$ cat src/rtl/wb_cmd_master_if.sv
`default_nettype none
// ============================================================================
// wb_cmd_master_if : command, response and pipelined Wishbone master bundle
// Revision: 1.0
// ============================================================================
interface wb_cmd_master_if #(
  parameter int G_ADDR_WIDTH = 8
) ();
  logic                    cmd_valid_i;
  logic                    cmd_ready_o;
  logic                    cmd_we_i;
  logic [G_ADDR_WIDTH-1:0] cmd_adr_i;
  logic [31:0]             cmd_dat_i;
  logic [3:0]              cmd_sel_i;

  logic                    rsp_valid_o;
  logic                    rsp_ready_i;
  logic [31:0]             rsp_dat_o;
  logic                    rsp_err_o;
  logic                    rsp_tmo_o;

  logic                    wb_cyc_o;
  logic                    wb_stb_o;
  logic                    wb_we_o;
  logic [G_ADDR_WIDTH-1:0] wb_adr_o;
  logic [3:0]              wb_sel_o;
  logic [31:0]             wb_dat_o;
  logic [31:0]             wb_dat_i;
  logic                    wb_ack_i;
  logic                    wb_err_i;
  logic                    wb_rty_i;
  logic                    wb_stall_i;

  modport master (
    input  cmd_valid_i, cmd_we_i, cmd_adr_i, cmd_dat_i, cmd_sel_i,
    output cmd_ready_o,
    input  rsp_ready_i,
    output rsp_valid_o, rsp_dat_o, rsp_err_o, rsp_tmo_o,
    output wb_cyc_o, wb_stb_o, wb_we_o, wb_adr_o, wb_sel_o, wb_dat_o,
    input  wb_dat_i, wb_ack_i, wb_err_i, wb_rty_i, wb_stall_i
  );

  modport slave (
    output cmd_valid_i, cmd_we_i, cmd_adr_i, cmd_dat_i, cmd_sel_i,
    input  cmd_ready_o,
    output rsp_ready_i,
    input  rsp_valid_o, rsp_dat_o, rsp_err_o, rsp_tmo_o,
    input  wb_cyc_o, wb_stb_o, wb_we_o, wb_adr_o, wb_sel_o, wb_dat_o,
    output wb_dat_i, wb_ack_i, wb_err_i, wb_rty_i, wb_stall_i
  );
endinterface
`default_nettype wire

$ cat src/rtl/wb_cmd_master.sv
`default_nettype none
// ============================================================================
// wb_cmd_master : one-outstanding command to pipelined Wishbone master with
//                 bus timeout and buffered response.
// Revision: 1.0
// ============================================================================
module wb_cmd_master #(
  parameter int G_ADDR_WIDTH = 8,
  parameter int G_TIMEOUT    = 255
) (
  input  logic            clk_i,
  input  logic            rst_i,
  wb_cmd_master_if.master bus
);

  typedef enum logic [1:0] {
    S_IDLE = 2'd0,
    S_REQ  = 2'd1,
    S_WAIT = 2'd2,
    S_RSP  = 2'd3
  } state_t;

  // Timeout fires on the edge where the count would reach G_TIMEOUT.
  localparam logic [15:0] C_TMO_LAST = 16'(G_TIMEOUT - 1);

  state_t                  state_q, state_d;
  logic                    we_q, we_d;
  logic [G_ADDR_WIDTH-1:0] adr_q, adr_d;
  logic [31:0]             dat_q, dat_d;
  logic [3:0]              sel_q, sel_d;
  logic [15:0]             cnt_q, cnt_d;
  logic [31:0]             rsp_dat_q, rsp_dat_d;
  logic                    rsp_err_q, rsp_err_d;
  logic                    rsp_tmo_q, rsp_tmo_d;

  logic                    cmd_ready;
  logic                    term;
  logic                    bus_busy;

  assign cmd_ready = (state_q == S_IDLE) && !rst_i;
  assign term      = bus.wb_ack_i | bus.wb_err_i | bus.wb_rty_i;
  assign bus_busy  = (state_q == S_REQ) || (state_q == S_WAIT);

  always_comb begin
    state_d   = state_q;
    we_d      = we_q;
    adr_d     = adr_q;
    dat_d     = dat_q;
    sel_d     = sel_q;
    cnt_d     = cnt_q;
    rsp_dat_d = rsp_dat_q;
    rsp_err_d = rsp_err_q;
    rsp_tmo_d = rsp_tmo_q;

    case (state_q)
      S_IDLE: begin
        if (bus.cmd_valid_i && cmd_ready) begin
          we_d    = bus.cmd_we_i;
          adr_d   = bus.cmd_adr_i;
          dat_d   = bus.cmd_dat_i;
          sel_d   = bus.cmd_sel_i;
          cnt_d   = 16'd0;
          state_d = S_REQ;
        end
      end
      S_REQ, S_WAIT: begin
        cnt_d = cnt_q + 16'd1;
        // A termination sampled on the timeout edge still wins.
        if (term) begin
          state_d   = S_RSP;
          rsp_err_d = !bus.wb_ack_i;
          rsp_tmo_d = 1'b0;
          rsp_dat_d = (bus.wb_ack_i && !we_q) ? bus.wb_dat_i : 32'd0;
        end else if (cnt_q == C_TMO_LAST) begin
          state_d   = S_RSP;
          rsp_err_d = 1'b1;
          rsp_tmo_d = 1'b1;
          rsp_dat_d = 32'd0;
        end else if ((state_q == S_REQ) && !bus.wb_stall_i) begin
          state_d = S_WAIT;
        end
      end
      S_RSP: begin
        if (bus.rsp_ready_i) begin
          state_d = S_IDLE;
        end
      end
      default: state_d = S_IDLE;
    endcase
  end

  always_ff @(posedge clk_i) begin
    if (rst_i) begin
      state_q   <= S_IDLE;
      we_q      <= 1'b0;
      adr_q     <= '0;
      dat_q     <= 32'd0;
      sel_q     <= 4'd0;
      cnt_q     <= 16'd0;
      rsp_dat_q <= 32'd0;
      rsp_err_q <= 1'b0;
      rsp_tmo_q <= 1'b0;
    end else begin
      state_q   <= state_d;
      we_q      <= we_d;
      adr_q     <= adr_d;
      dat_q     <= dat_d;
      sel_q     <= sel_d;
      cnt_q     <= cnt_d;
      rsp_dat_q <= rsp_dat_d;
      rsp_err_q <= rsp_err_d;
      rsp_tmo_q <= rsp_tmo_d;
    end
  end

  assign bus.cmd_ready_o = cmd_ready;
  assign bus.wb_cyc_o    = bus_busy;
  assign bus.wb_stb_o    = (state_q == S_REQ);
  assign bus.wb_we_o     = we_q & bus_busy;
  assign bus.wb_adr_o    = adr_q;
  assign bus.wb_dat_o    = dat_q;
  assign bus.wb_sel_o    = sel_q;
  assign bus.rsp_valid_o = (state_q == S_RSP);
  assign bus.rsp_dat_o   = rsp_dat_q;
  assign bus.rsp_err_o   = rsp_err_q;
  assign bus.rsp_tmo_o   = rsp_tmo_q;

endmodule
`default_nettype wire

$ cat src/flat_wrapper.sv
// flat-port wrapper written by rule: the top's interface ports become plain ports
module wb_cmd_master_flat 
#(
  parameter int G_ADDR_WIDTH = 8,
  parameter int G_TIMEOUT    = 255
)
  (clk_i, rst_i, bus_cmd_valid_i, bus_cmd_we_i, bus_cmd_adr_i, bus_cmd_dat_i, bus_cmd_sel_i, bus_cmd_ready_o, bus_rsp_ready_i, bus_rsp_valid_o, bus_rsp_dat_o, bus_rsp_err_o, bus_rsp_tmo_o, bus_wb_cyc_o, bus_wb_stb_o, bus_wb_we_o, bus_wb_adr_o, bus_wb_sel_o, bus_wb_dat_o, bus_wb_dat_i, bus_wb_ack_i, bus_wb_err_i, bus_wb_rty_i, bus_wb_stall_i);
  wb_cmd_master_if #(.G_ADDR_WIDTH(G_ADDR_WIDTH)) bus_i ();
  input  logic clk_i;
  input  logic rst_i;
  input wire logic [$bits(bus_i.cmd_valid_i)-1:0] bus_cmd_valid_i;
  input wire logic [$bits(bus_i.cmd_we_i)-1:0] bus_cmd_we_i;
  input wire logic [$bits(bus_i.cmd_adr_i)-1:0] bus_cmd_adr_i;
  input wire logic [$bits(bus_i.cmd_dat_i)-1:0] bus_cmd_dat_i;
  input wire logic [$bits(bus_i.cmd_sel_i)-1:0] bus_cmd_sel_i;
  output wire logic [$bits(bus_i.cmd_ready_o)-1:0] bus_cmd_ready_o;
  input wire logic [$bits(bus_i.rsp_ready_i)-1:0] bus_rsp_ready_i;
  output wire logic [$bits(bus_i.rsp_valid_o)-1:0] bus_rsp_valid_o;
  output wire logic [$bits(bus_i.rsp_dat_o)-1:0] bus_rsp_dat_o;
  output wire logic [$bits(bus_i.rsp_err_o)-1:0] bus_rsp_err_o;
  output wire logic [$bits(bus_i.rsp_tmo_o)-1:0] bus_rsp_tmo_o;
  output wire logic [$bits(bus_i.wb_cyc_o)-1:0] bus_wb_cyc_o;
  output wire logic [$bits(bus_i.wb_stb_o)-1:0] bus_wb_stb_o;
  output wire logic [$bits(bus_i.wb_we_o)-1:0] bus_wb_we_o;
  output wire logic [$bits(bus_i.wb_adr_o)-1:0] bus_wb_adr_o;
  output wire logic [$bits(bus_i.wb_sel_o)-1:0] bus_wb_sel_o;
  output wire logic [$bits(bus_i.wb_dat_o)-1:0] bus_wb_dat_o;
  input wire logic [$bits(bus_i.wb_dat_i)-1:0] bus_wb_dat_i;
  input wire logic [$bits(bus_i.wb_ack_i)-1:0] bus_wb_ack_i;
  input wire logic [$bits(bus_i.wb_err_i)-1:0] bus_wb_err_i;
  input wire logic [$bits(bus_i.wb_rty_i)-1:0] bus_wb_rty_i;
  input wire logic [$bits(bus_i.wb_stall_i)-1:0] bus_wb_stall_i;
  assign bus_i.cmd_valid_i = bus_cmd_valid_i;
  assign bus_i.cmd_we_i = bus_cmd_we_i;
  assign bus_i.cmd_adr_i = bus_cmd_adr_i;
  assign bus_i.cmd_dat_i = bus_cmd_dat_i;
  assign bus_i.cmd_sel_i = bus_cmd_sel_i;
  assign bus_cmd_ready_o = bus_i.cmd_ready_o;
  assign bus_i.rsp_ready_i = bus_rsp_ready_i;
  assign bus_rsp_valid_o = bus_i.rsp_valid_o;
  assign bus_rsp_dat_o = bus_i.rsp_dat_o;
  assign bus_rsp_err_o = bus_i.rsp_err_o;
  assign bus_rsp_tmo_o = bus_i.rsp_tmo_o;
  assign bus_wb_cyc_o = bus_i.wb_cyc_o;
  assign bus_wb_stb_o = bus_i.wb_stb_o;
  assign bus_wb_we_o = bus_i.wb_we_o;
  assign bus_wb_adr_o = bus_i.wb_adr_o;
  assign bus_wb_sel_o = bus_i.wb_sel_o;
  assign bus_wb_dat_o = bus_i.wb_dat_o;
  assign bus_i.wb_dat_i = bus_wb_dat_i;
  assign bus_i.wb_ack_i = bus_wb_ack_i;
  assign bus_i.wb_err_i = bus_wb_err_i;
  assign bus_i.wb_rty_i = bus_wb_rty_i;
  assign bus_i.wb_stall_i = bus_wb_stall_i;
  wb_cmd_master #(.G_ADDR_WIDTH(G_ADDR_WIDTH), .G_TIMEOUT(G_TIMEOUT)) u_core (.clk_i(clk_i), .rst_i(rst_i), .bus(bus_i));
endmodule
$ cat config.mk
export PLATFORM = sky130hd
export DESIGN_NAME = wb_cmd_master_flat
export DESIGN_NICKNAME = d
export VERILOG_FILES = /design/src/rtl/wb_cmd_master_if.sv /design/src/rtl/wb_cmd_master.sv /design/src/flat_wrapper.sv
export SDC_FILE = /design/constraint.sdc
export NUM_CORES = 1
export LEC_CHECK = 0
export ABC_AREA = 1
export CORE_ASPECT_RATIO = 0.9
export CORE_MARGIN = 2
export CORE_UTILIZATION = 46
export DETAILED_ROUTE_END_ITERATION = 12
export MAX_ROUTING_LAYER = met4
export PLACE_DENSITY = 0.85
export SYNTH_ARGS = -nofsm -noshare
export SYNTH_HDL_FRONTEND = slang
export SYNTH_SLANG_ARGS = --single-unit
export TNS_END_PERCENT = 100
$ cat constraint.sdc
create_clock -name clk_i -period 4.38 [get_ports clk_i]
set_input_delay 0.657 -clock clk_i [delete_from_list [all_inputs] [get_ports clk_i]]
set_output_delay 0.657 -clock clk_i [all_outputs]
set_load 0.01 [all_outputs]
# After elaboration in Yosys (flattened, before gate mapping)
# Index checks and enable logic that the tools add are counted.
[classes]
addsub = 1
n_mul = 0
n_div = 0
n_lt_le_gt_ge = 0
n_eq_ne = 7
shifts = 0
n_mux = 14
bitwise = 3
n_reduce_logical = 17
[ops]
columns = ["operator", "count"]
rows = [
  ["2-to-1 mux 32 bit", 3],
  ["one-hot mux 16 bit (2 select lines)", 1],
  ["adder 16 x 1 -> 16 bit, second input constant", 1],
  ["== test 16 x 8 -> 1 bit, second input constant", 1],
  ["2-to-1 mux 16 bit", 1],
  ["2-to-1 mux 2 bit", 5],
  ["one-hot mux 2 bit (3 select lines)", 1],
  ["AND reduction 2 bit", 3],
  ["== test 2 bit, second input constant", 2],
  ["logical AND 1 bit", 4],
  ["logical NOT 1 bit", 4],
  ["!= test 2 bit, second input constant", 2],
  ["!= test 4 x 1 -> 1 bit, second input constant", 1],
  ["nonzero test 2 bit", 2],
  ["2-to-1 mux 1 bit", 3],
  ["AND reduction 3 bit", 1],
  ["== test 2 x 1 -> 1 bit, second input constant", 1],
  ["logical NOT 2 bit", 1],
  ["bitwise OR 1 bit", 2],
  ["OR reduction 2 bit", 1],
  ["bitwise AND 1 bit", 1],
  ["logical OR 1 bit", 1],
]
[word_totals]
regBits = 97
latch_bits = 0
mem_bits_rw = 0
rom_bits = 0
inputBits = 85
out_inout_bits = 83
elab_cells = 51
mem_count = 0

# Depth between registers and ports, before layout
# Gate-level depths: netlist of the first run.
[logic_depth]
depth_word = 6
ltp_mapped = 11
mapped_depth_nobuf = 11

# Worst setup path before layout of the first run
# No wires, ideal clock.
[synth_timing]
path_type = "register to register"
from = "register u_core.state_q[0]"
to = "register u_core.cnt_q[12]"
setup_time_ns = 0.109
arrival_time_ns = 1.658
required_ns = 4.271
path_slack_ns = 2.614
path_stages_with_launch = 12
n_path_buf = 0
period_less_slack_ns = 1.766
path_cell_list = "dfxtp_1 > inv_1 > ha_1 > inv_2 > o21ai_4 > inv_2 > nor2_2 > nand2_1 > nand2_1 > o21ai_0 > nand2_1 > inv_1"
[synth_via]
elab_chain_len = 5
elab_cells_between_ends = 10
cone_classes = "eq/ne: 3; mux: 1; reduce/logical: 6"
[synth_lines]
columns = ["element", "line", "source"]
rows = [
  ["start: declaration", "wb_cmd_master.sv:26", "state_t state_q, state_d;"],
  ["start signal: assignment", "wb_cmd_master.sv:104", "state_q <= state_d;"],
  ["logical NOT 2 bit", "wb_cmd_master.sv:40, wb_cmd_master.sv:55", ""],
  ["logical AND 1 bit", "wb_cmd_master.sv:40", "assign cmd_ready = (state_q == S_IDLE) && !rst_i;"],
  ["logical AND 1 bit", "wb_cmd_master.sv:57", "if (bus.cmd_valid_i && cmd_ready) begin"],
  ["!= test 2 bit (no source line)", "n/a", ""],
  ["AND reduction 2 bit (no source line)", "n/a", ""],
  ["end signal: assignment", "wb_cmd_master.sv:109", "cnt_q <= cnt_d;"],
  ["end: declaration", "wb_cmd_master.sv:31", "logic [15:0] cnt_q, cnt_d;"],
]
# Several ways; a longest one is shown, not always the timed one.
# A chain may end at the register's enable or synchronous reset.

# Worst setup path in the final report of the first run
[layout_timing]
from = "register u_core.state_q[0]"
to = "output port bus_wb_we_o"
[layout_via]
elab_chain_len = 3
elab_cells_between_ends = 4
cone_classes = "eq/ne: 2; bitwise: 1; reduce/logical: 1"
[layout_lines]
columns = ["element", "line", "source"]
rows = [
  ["== test 2 x 1 -> 1 bit / == test 2 bit (equally long branches)", "wb_cmd_master.sv:42", "assign bus_busy = (state_q == S_REQ) || (state_q == S_WAIT);"],
  ["logical OR 1 bit (*)", "wb_cmd_master.sv:42", ""],
  ["bitwise AND 1 bit (*)", "wb_cmd_master.sv:119", "assign bus.wb_we_o = we_q & bus_busy;"],
  ["end: declaration", "flat_wrapper.sv:24", "output wire logic [$bits(bus_i.wb_we_o)-1:0] bus_wb_we_o;"],
]
# Every way passes the cells marked *; elsewhere a longest branch is shown, timed or not.

==> results of run 1 <==
[worst max path at each step]
| stage | start | endpoint | depth (start not counted) |
|---|---|---|---|
| after floorplan | u_core.state_q[0] | u_core.cnt_q[12] | 11 |
| after global placement | rst_i | u_core.cnt_q[5] | 9 |
| after detailed placement | rst_i | u_core.cnt_q[12] | 11 |
| after CTS | u_core.state_q[0] | bus_wb_we_o | 5 |
| after global routing | u_core.state_q[1] | bus_wb_we_o | 5 |
| final | u_core.state_q[0] | bus_wb_we_o | 5 |
[cell type report]
type	count	area (sq um)
fill	711	2603
sequential	97	1942
multi-input combinational	392	1717
timing repair buffer	170	1694
inverter	63	236.5
tap	119	148.9
clock buffer	10	137.6
clock inverter	6	50.05
[worst reg2reg max path, cell delays in order, from the launching register on]
cell	delay, ps
dfxtp_1	340
inv_1	110
ha_1	310
nand3_4	480
o21ai_4	320
inv_2	120
nor2_2	140
nand2_1	80
nand2_1	80
o21ai_0	80
nand2_1	70
inv_1	40
[registers in the layout (all words and copies together) (netlist names)]
| register | cells |
|---|---|
| u_core.bus.rsp_err_o | 1 |
| u_core.bus.wb_adr_o | 8 |
| u_core.we_q | 1 |
| u_core.cnt_q | 16 |
| u_core.bus.wb_sel_o | 4 |
| u_core.state_q | 2 |
| u_core.bus.wb_dat_o | 32 |
| u_core.bus.rsp_dat_o | 32 |
| u_core.bus.rsp_tmo_o | 1 |
[synthesized netlist by cell type, drive strengths merged]
library cell / instances / area share
dfxtp: 97 / 0.48
o21a: 2 / 0.0037
nand2: 137 / 0.13
nand3b: 1 / 0.0019
o21bai: 1 / 0.0019
inv: 63 / 0.059
nand4: 1 / 0.0016
o21ai: 44 / 0.058
ha: 6 / 0.019
a211oi: 1 / 0.0019
nor2: 136 / 0.13
a21oi: 9 / 0.012
nand3: 51 / 0.067
clkbuf: 14 / 0.013
nor3: 3 / 0.0037
buf: 13 / 0.017
[logic make-up (layout without fill, tap and decap cells)]
kind of cell / count (synthesis) / in the layout / share of synthesized area
buffers and inverters: 90 / 249 / 0.08938
DFF: 97 / 97 / 0.4833
AOI/OAI and AO/OA: 57 / 57 / 0.07724
adders and majority gates: 6 / 6 / 0.01869
and+or+nand+nor: 329 / 329 / 0.3314
[routing by layer]
layer  global-route usage  up-vias  part of all wire
met5                    -        -                 0
met4              0.09556        0             0.029
met3              0.08000       30             0.097
met2               0.3813      168              0.47
met1               0.2747     1814              0.41
li1                     -     2087                 -
[power breakdown]
part           total (mW)  internal [mW]  switching, mW
Sequential           1.24           1.12          0.122
Clock               0.555          0.230          0.324
Combinational        1.49          0.687          0.804
Total                3.28           2.03           1.25
[through the flow]
stage / utilization / setup WS, ps / total power, mW / hold slack [ps]
2_1_floorplan: - / 2614 / 2.063 / 442.2
3_3_place_gp: 0.6728 / 1580 / 2.703 / 451.7
3_5_place_dp: 0.6728 / 1502 / 2.761 / 456.4
4_1_cts: 0.6948 / 1724 / 3.314 / 471.2
5_1_grt: 0.6948 / 1631 / 3.533 / 489.5
6_report: 0.6948 / 1741 / 3.283 / 469.0
==> flow_metrics.tcl, run 1 <==
set metrics [dict create \
    drv_cap 0 \
    hold_viol_final 0 \
    final_nets 824 \
    peakVddDrop_mv 0.3482 \
    status "finished clean" \
    syn_to_final_growth_pct 47.49 \
    path_cells "inv_1, ha_1, nand2_1, inv_1, clkdlybuf4s50_1" \
    syn_nets 670 \
    track_usage 0.2384 \
    slew_headroom 0.2769 \
    io_pins 168 \
    gp_congestion 0.9278 \
    wl_per_cell_um 12.64 \
    drcViolationCount 0 \
    setup-violations-final 0 \
    fmax_mhz 379.0 \
    finClkSkew_ps 10.87 \
    synth.yosys.seq_area_share 0.4833 \
    p_per_area_nw_per_um2 554.1 \
    ctsResizeCount 0 \
    r2r_end "u_core.cnt_q[12]" \
    clk_path_buf_depth 2 \
    die_x_um 102.5 \
    clock-sinks 97 \
    drt_first_pass_iters 4 \
    min_path_type "reg2reg" \
    syn-instance-count 579 \
    hpwl_um 7802 \
    grt_pass1_wl_um 17590 \
    drtIter0Drc 158 \
    synth-seq-cells 97 \
    ant_nets 0 \
    cp_max_fo 7 \
    finalCritPeriodShare 0.6024 \
    cts_hold_buf 0 \
    crit_slowest_cell "clkdlybuf4s50_1" \
    setup_tns_ps 0 \
    cpLargestDelayFamily "buffers and inverters" \
    cp.required_ps 3720 \
    synth_cell_types 24 \
    clock_latency_ps 350 \
    arrival_ps 1980 \
    cts_root_buffer "clkbuf_8" \
    layout_common_cells "167 x clkdlybuf4s50_1, 137 x nand2_1, 134 x nor2_1" \
    yosysWarnings 0 \
    row_count 32 \
    grt_max_degree 81 \
    core_area_sq_um 8528 \
    finalMaxSlewViolations 0 \
    antenna_found_initial 0 \
    io_buffers 167 \
    r2r_slack_ps 2140 \
    crit_path_frequent_cell "inv_1" \
    via_per_inst 4.783 \
    htree_levels 3 \
    rsz0062_at_grt "false" \
    crit-reg2reg-launch "u_core.state_q[0]" \
    dr_total_vias 4099 \
    dieArea_sq_um 9499 \
    insertedDiodeCount 0 \
    fin_crit_ps 2639 \
    leakagePower_nw 2.656 \
    grt-ovfl-total 0 \
    layout.cells.non_filler 857 \
    critical_path_class "reg2out" \
    routed_wl_um 10830 \
    post_cts_buffers 0 \
    cts_tree "done" \
    syn_avg_cell_area_sq_um 6.939 \
    path_clk_slew_ps 90 \
    worst_pin_slew_ps 1082 \
    place_inst 841 \
    initial_utilization 0.4711 \
    hp-start "u_core.bus.wb_dat_o[28]" \
    cp_num_buf_inv 3 \
    grt_pass1_vias 3929 \
    critPathLaunchType "register" \
    slowest_delay_ps 560 \
    synth_area_sq_um 4018 \
    hold_path_end "u_core.bus.wb_dat_o[28]" \
    end_kind "output port" \
    finalInstanceArea_sq_um 5926 \
    cts_buffers 9 \
    drive_gt1_frac 0.03930 \
    min_path_cells 2 \
    placed_area_sq_um 5738 \
    dieHeight_um 92.66 \
    final_common_cell "clkdlybuf4s50_1" \
    r2r_cells 11 \
]
(Power assumes the default switching activity.)
==> inputs of run 2 (changes only) <==
--- a/config.mk
+++ b/config.mk
@@ -8,10 +8,10 @@
 export ABC_AREA = 1
 export CORE_ASPECT_RATIO = 0.9
 export CORE_MARGIN = 2
-export CORE_UTILIZATION = 46
+export CORE_UTILIZATION = 39
 export DETAILED_ROUTE_END_ITERATION = 12
 export MAX_ROUTING_LAYER = met4
-export PLACE_DENSITY = 0.85
+export PLACE_DENSITY = 0.77
 export SYNTH_ARGS = -nofsm -noshare
 export SYNTH_HDL_FRONTEND = slang
 export SYNTH_SLANG_ARGS = --single-unit
==> constraint.sdc (replaced) <==
create_clock -name clk_i -period 2.2 [get_ports clk_i]
set_input_delay 0.33 -clock clk_i [delete_from_list [all_inputs] [get_ports clk_i]]
set_output_delay 0.33 -clock clk_i [all_outputs]
set_load 0.01 [all_outputs]
==> run 2 against run 1 <==
  * Register-to-register slack got worse by 1700 ps
  * Critical path type unchanged
  * Largest power group unchanged
  * First-iteration DRC count increased by 14%
  * Clock skew decreased by 1.5 ps
  * Worst setup slack got worse by 1600 ps
  * Cell count increased by 2.0%
==> flow_metrics.tcl, run 2 (synthesis results as in run 1) <==
set metrics [dict create \
    core_area_sq_um 10120 \
    via_per_inst 4.649 \
    min_path_cells 2 \
    peakVddDrop_mv 0.6958 \
    grt_pass1_wl_um 17170 \
    fmax_mhz 475.3 \
    hp-start "u_core.bus.wb_dat_o[8]" \
    routed_wl_um 10800 \
    syn_to_final_growth_pct 52.16 \
    drt_first_pass_iters 4 \
    critical_path_class "reg2out" \
    drv_cap 0 \
    grt-ovfl-total 0 \
    cts_root_buffer "clkbuf_16" \
    place_inst 858 \
    layout.cells.non_filler 874 \
    hold_path_end "u_core.bus.wb_dat_o[8]" \
    cp.required_ps 1870 \
    power_frac_seq 0.350 \
    dieHeight_um 100.3 \
    final_nets 831 \
    cts_tree "done" \
    r2r_slack_ps 450 \
    finalMaxSlewViolations 0 \
    drtIter0Drc 180 \
    end_kind "output port" \
    path_clk_slew_ps 60 \
    crit_slowest_cell "clkdlybuf4s50_1" \
    status "finished clean" \
    path_cells "inv_1, ha_4, nand2_1, inv_1, clkdlybuf4s50_1" \
    hpwl_um 7968 \
    combPwrFrac 0.432 \
    die_x_um 111.0 \
    htree_levels 3 \
    slew_headroom 0.5017 \
    drive_gt1_frac 0.04832 \
    grt_max_degree 81 \
    io_pins 168 \
    grt_pass1_vias 3837 \
    clock_latency_ps 330 \
    initial_utilization 0.3972 \
    swShare 0.3542 \
    wl_per_cell_um 12.35 \
    layout_common_cells "167 x clkdlybuf4s50_1, 137 x nand2_1, 134 x nor2_1" \
    row_count 35 \
    rsz0062_at_grt "false" \
    io_buffers 167 \
    cts_buffers 9 \
    r2r_cells 11 \
    clock-sinks 97 \
    setup-violations-final 0 \
    leakagePower_nw 2.737 \
    ant_nets 0 \
    track_usage 0.1908 \
    finalCritPeriodShare 0.9564 \
    critPathLaunchType "register" \
    final_common_cell "clkdlybuf4s50_1" \
    power_mw 7.079 \
    dr_total_vias 4063 \
    antenna_found_initial 0 \
    p_per_area_nw_per_um2 1158 \
    r2r_end "u_core.cnt_q[12]" \
    dieArea_sq_um 11130 \
    clk_path_buf_depth 2 \
    crit-reg2reg-launch "u_core.state_q[0]" \
    cp_max_fo 7 \
    hold_viol_final 0 \
    arrival_ps 1770 \
    worst_pin_slew_ps 747.5 \
    finClkSkew_ps 9.362 \
    p_clk_frac 0.217 \
    switchingPower_mw 2.507 \
    crit_path_frequent_cell "inv_1" \
    cts_hold_buf 0 \
    min_path_type "reg2reg" \
    insertedDiodeCount 0 \
    setup_tns_ps 0 \
    drcViolationCount 0 \
    slowest_delay_ps 560 \
    fin_crit_ps 2104 \
    p_int_mw 4.572 \
    gp_congestion 0.8670 \
]
-- run 2: cell types whose count changed in the layout (fill, tap and decap cells not counted), moves of 2 or more --
| cell | delta |
|---|---|
| clkbuf_8 | -10 |
| clkbuf_16 | +9 |
| buf_4 | +7 |
| clkinv_4 | +2 |
| inv_6 | -2 |
-- run 2: per-layer routing --
metal,up-vias,share of wire,GRT usage
li1,2103,-,-
met4,0,0.010,0.06154
met3,10,0.095,0.06461
met5,-,0,-
met2,147,0.47,0.3167
met1,1803,0.43,0.2195
-- run 2: critical path, delay by kind of cell, from the launching register on --
family / cells / cell delay, ps
flip-flops: 1 / 360
buffers and inverters: 3 / 720
AND/OR/NAND/NOR: 1 / 50
adder cells (fa/ha/maj): 1 / 320
-- run 2: final cells by class --
type / instances / area, sq um
tap: 129 / 161.4
clock inverter: 6 / 68.82
clock buffer: 10 / 229.0
timing repair buffer: 177 / 1747
multi-input combinational: 392 / 1729
sequential: 97 / 1942
inverter: 63 / 236.5
fill: 896 / 4003
-- run 2: worst max-delay path by stage --
stage                                     endpoint              start  cells past startpoint  slack, ps
after CTS                              bus_wb_we_o  u_core.state_q[0]                      5         70
after detailed placement  u_core.bus.rsp_dat_o[21]              rst_i                      5        200
after floorplan                   u_core.cnt_q[12]  u_core.state_q[0]                     11        430
after global routing                   bus_wb_we_o  u_core.state_q[0]                      5         30
after global placement                 u_core.we_q              rst_i                      5        260
final                                  bus_wb_we_o  u_core.state_q[0]                      5        100
-- run 2: per-stage QoR --
step	area [sq um]	hold slack, ps	setup slack, ps	util
final	6113	466.3	95.89	0.6043
after global routing	6113	491.5	29.29	0.6043
after CTS	6113	466.8	68.27	0.6043
after detailed placement	5803	458.6	198.3	0.5737
after global placement	5803	452.2	263.1	0.5737
after floorplan	4018	399.1	433.5	-
-- run 2: power groups by stage --
stage	Combinational (mW)	Sequential, mW	Clock, mW
after floorplan	1.42	2.68	0
after global placement	2.95	2.50	0
after detailed placement	3.03	2.52	0
after CTS	3.10	2.48	1.59
after global routing	3.38	2.53	1.65
final	3.06	2.48	1.54
-- run 2: timing repair --
item	in CTS	in global routing
resized for setup	2	0
setup endpoints to repair	1	0
buffers inserted	0	0
hold endpoints to repair	0	0
